`src/rtl/linreg_mac_sequencer.sv`:
```
// Sequential linear-regression evaluator: price = c0 + sum(ck * xk).
// One shared 16x16 multiplier and a split 32-bit adder process one feature per beat.
module linreg_mac_sequencer #(
  parameter int N_FEAT = 3,
  parameter int AW     = 4
) (
  input  logic          clk,
  input  logic          rst_n,
  input  logic          cfg_we,
  input  logic [AW-1:0] cfg_addr,
  input  logic [15:0]   cfg_data,
  input  logic          start,
  output logic          busy,
  input  logic [15:0]   x_data,
  input  logic          x_valid,
  output logic          x_ready,
  output logic [31:0]   price,
  output logic          rout,
  output logic          out_valid,
  input  logic          out_ready
);

  typedef enum logic [1:0] {IDLE, MAC, DONE} state_t;

  localparam int            NREG = 1 << AW;
  localparam logic [AW-1:0] LAST = AW'(N_FEAT);

  state_t        state, state_nx;
  logic [15:0]   coef [NREG];
  logic [AW-1:0] idx;
  logic [31:0]   acc;
  logic [31:0]   product;
  logic [16:0]   sum_lo;
  logic [16:0]   sum_hi;
  logic          beat;

  // NOTE: every output of this block gets a default first, so no path can infer a latch.
  always_comb begin
    state_nx  = state;
    x_ready   = 1'b0;
    out_valid = 1'b0;
    busy      = 1'b0;
    beat      = 1'b0;
    case (state)
      IDLE: begin
        if (start) state_nx = MAC;
      end
      MAC: begin
        busy    = 1'b1;
        x_ready = 1'b1;
        beat    = x_valid;
        if (x_valid && idx == LAST) state_nx = DONE;
      end
      DONE: begin
        busy      = 1'b1;
        out_valid = 1'b1;
        if (out_ready) state_nx = IDLE;
      end
      default: state_nx = IDLE;
    endcase
  end

  // Entries above N_FEAT are never written and read back as zero.
  assign product = {16'h0000, coef[idx]} * {16'h0000, x_data};
  assign sum_lo  = {1'b0, acc[15:0]} + {1'b0, product[15:0]};
  assign sum_hi  = {1'b0, acc[31:16]} + {1'b0, product[31:16]} + {16'h0000, sum_lo[16]};

  // NOTE: state uses non-blocking assignments so every register samples pre-edge values.
  always_ff @(posedge clk) begin
    if (!rst_n) begin
      state <= IDLE;
      acc   <= '0;
      rout  <= 1'b0;
      idx   <= AW'(1);
      // NOTE: the coefficient file is reset explicitly because a fresh run must see zeros.
      for (int i = 0; i < NREG; i++) coef[i] <= '0;
    end else begin
      state <= state_nx;
      if (state == IDLE && start) begin
        acc  <= {16'h0000, coef[0]};
        idx  <= AW'(1);
        rout <= 1'b0;
      end
      if (beat) begin
        acc  <= {sum_hi[15:0], sum_lo[15:0]};
        rout <= rout | sum_hi[16];
        idx  <= idx + 1'b1;
      end
      // A write alongside start lands after the run has already latched c0.
      if (cfg_we && state == IDLE && cfg_addr <= LAST) coef[cfg_addr] <= cfg_data;
    end
  end

  assign price = acc;

endmodule

```
`config.mk`:
```
export PLATFORM = sky130hd
export DESIGN_NAME = linreg_mac_sequencer
export DESIGN_NICKNAME = d
export VERILOG_FILES = /design/src/rtl/linreg_mac_sequencer.sv
export SDC_FILE = /design/constraint.sdc
export NUM_CORES = 1
export LEC_CHECK = 0
export ABC_AREA = 0
export BUFFER_PORTS_ARGS = -buffer_cell sky130_fd_sc_hd__clkbuf_2
export CORE_ASPECT_RATIO = 1.2
export CORE_UTILIZATION = 30
export CTS_CLUSTER_SIZE = 12
export DETAILED_ROUTE_END_ITERATION = 10
export PLACE_DENSITY = 0.46
export SYNTH_ARGS = -nofsm -noshare
export SYNTH_HDL_FRONTEND = slang
export SYNTH_SLANG_ARGS = --single-unit
```
`constraint.sdc`:
```
create_clock -name clk -period 28.4 [get_ports clk]
set_input_delay 0 -clock clk [delete_from_list [all_inputs] [get_ports clk]]
set_output_delay 0 -clock clk [all_outputs]
set_load 0.005 [all_outputs]
```
==> metrics.txt <==
Crit-path slowest cell dfxtp_4; setup TNS 0 ps; Max Slew Vio Count 0; Worst EP arrival 11,610 ps; Initial Utilization 0.303; number of CTS-inserted buffers 30; worst skew pair latency 570 ps; Final Cycle Share 0.393; Global Route Usage Sum 0.171; unrepaired setup endpoints after global routing no; largest cells by area after synthesis edfxtp_1 (35%), fa_1 (18%), mux4_2 (8.3%); fraction of registers with async set/reset 0; R2R Path End rout$_SDFFE_PN0N_; Die ar. about 74,000 sq um; CTS tree done; root buf cell clkbuf_16; EDFF count, synth approximately 260; delay of the slowest critical-path stage roughly 810 ps; CP Capture Point rout$_SDFFE_PN0N_; Synth area leader edfxtp_1; via count 14,000; antenna viol nets, final 0; DR pass1 iterations 5; top cell type's share of synthesized area 0.352; antenna violations before repair 1; # clock sinks approximately 300; die width roughly 250 microns; I/O pins between 70 and 80; crit-path most repeated cell fa_1; Final Non-Filler Cells between 3,000 and 4,000; reg2reg path depth 33; critical path class reg -> reg; critical path launch point type flop; Ant. Diodes 0; Clock Tree Buf Depth 3; Synth Register Bits between 200 and 300; post-DP HPWL about 45,000 microns; Netlist cell types 68; max-cap violation count 0; H-tree lvl count 1; initial DRC count between 700 and 800; Hold Slack about 22 ps; register area share after synthesis 0.392; crit-path max FO 33; placed cells ~3,000; # DRC 0; Slew @ Worst Pin approximately 1200 ps; Core Rows about 110; WL per Instance around 20 microns; die height between 200 and 300 microns; minimum clock period 11,170 ps; CP Data Required Time about 29,000 ps; vias per cell roughly 4.6; Port Buffers slightly below 80; fill count 7,277; R2R setup slack roughly 17,000 ps; Core ar. just over 70,000 sq um; endpoints failing hold 0; Final Skew 31.4 ps; Post CTS Setup Buffer Count 0; drt total wl 60,600 microns; most frequent cells in the layout edfxtp_1 (256), inv_1 (252), fa_1 (197); first-pass GRT wire length around 94,000 microns; commonest non-fill, non-tap cell in the layout edfxtp_1; outcome complete, no violations; Post-Syn Area 21,800 sq um; Crit. End Element flop; Syn. warnings 0; cells after synthesis around 1,800; Reg clk slew, reported paths 60 ps; Avg Inst Size Synth between 10 and 15 sq um; cts repair resizes 0; HP Class in -> reg; gr ovfl total 0; Syn-to-layout area delta 14.0%; FMAX 89.5 MHz; Hold Crit Depth 3; vias in the first global route between 15,000 and 20,000; Core Util, Final 0.345; max_slew headroom 0.230; layout cell share with drive strength beyond 1 0.106; setup violators final 0; Nets roughly 2,400; largest net degree at the start of global routing 44; main flop type after synthesis edfxtp_1; global placement routability congestion approximately 0.86
registers in the layout, summed over array words and instances (netlist names), named ones only:
signal,count
idx,4
price,32
coef,256
state,2
rout,1
how the worst min path moves through the flow:
stage | slack [ps] | endpoint | startpoint
2_1_floorplan | 200 | coef[0][0]$_SDFFCE_PN0P_ | cfg_data[0]
3_3_place_gp | 320 | coef[2][11]$_SDFFCE_PN0P_ | cfg_data[11]
3_5_place_dp | 320 | coef[1][13]$_SDFFCE_PN0P_ | cfg_data[13]
4_1_cts | 2 | coef[1][3]$_SDFFCE_PN0P_ | cfg_addr[1]
5_1_grt | 20 | coef[1][5]$_SDFFCE_PN0P_ | cfg_addr[1]
6_report | 20 | coef[1][5]$_SDFFCE_PN0P_ | cfg_addr[1]
kinds of logic after synthesis:
kind of cell,Yosys count,synth area share
and+or+nand+nor,499,0.114
xor gates and xnor gates,44,0.0177
buffers and inverters,328,0.0621
AOI/OAI and AO/OA,213,0.0648
muxes,91,0.0878
adders and majority gates,338,0.261
DFF,299,0.392
other,1,0.000172
final cells by class:
| type | count | area, sq um | area share |
|---|---|---|---|
| Multi-Input combinational cell | 1377 | 12600 | 0.508 |
| Timing Repair Buffer | 108 | 661 | 0.0266 |
| Sequential cell | 299 | 8550 | 0.344 |
| Clock buffer | 44 | 835 | 0.0336 |
| Inverter | 253 | 950 | 0.0382 |
| Clock inverter | 5 | 60.1 | 0.00241 |
| Tap cell | 935 | 1170 | 0.0470 |
worst max-delay path, delay by kind of cell (launching register included):
kind                     cells  cell delay [ps]
adder cells (fa/ha/maj)     10             4360
AO/OA/AOI/OAI               12             2860
multiplexers                 2             1310
buffers and inverters        5              890
flip-flops                   1              810
AND/OR/NAND/NOR              3              610
XOR/XNOR                     1              180
metrics by stage:
| step | instance area [sq um] | setup slack, ps |
|---|---|---|
| after floorplan | 22500 | 19050 |
| after global placement | 23800 | 17090 |
| after detailed placement | 23800 | 17070 |
| after CTS | 24900 | 17020 |
| after global routing | 24900 | 16350 |
| final | 24900 | 17230 |
timing repair:
action,CTS,global route
setup endpoints to repair,0,0
hold endpoints to repair,66,0
hold buffers,17,0
synth_stat cells (5+ instances only):
library cell  instances
ha_1                141
fa_1                197
inv_1               252
nor3_1               11
o21ai_0              42
xnor2_1              30
xor2_1               14
dfxtp_1              43
a22oi_1               7
a211oi_1              8
mux4_2               80
or3_1                 6
buf_6                15
o211ai_1              5
o22ai_1               5
clkbuf_1             49
o21bai_1              8
buf_2                 9
nand2_1             194
a21oi_1              55
nand3_1              30
a311oi_1              7
nor2b_1               8
a21o_1               16
and2_1              173
o31ai_1               6
mux2i_1               8
o21a_1               15
nor2_1               48
nand2b_1              7
and3_1                6
edfxtp_1            256
layer usage:
metal,global-route usage,up-vias,share of wire
met1,0.220,7188,0.43
li1,-,6523,-
met3,0.0134,52,0.031
met5,0,-,0.00013
met4,0.0347,2,0.018
met2,0.309,238,0.52
Power is not shown: default switching activity piles up to over one toggle a cycle in this logic, so the estimate is an artifact.
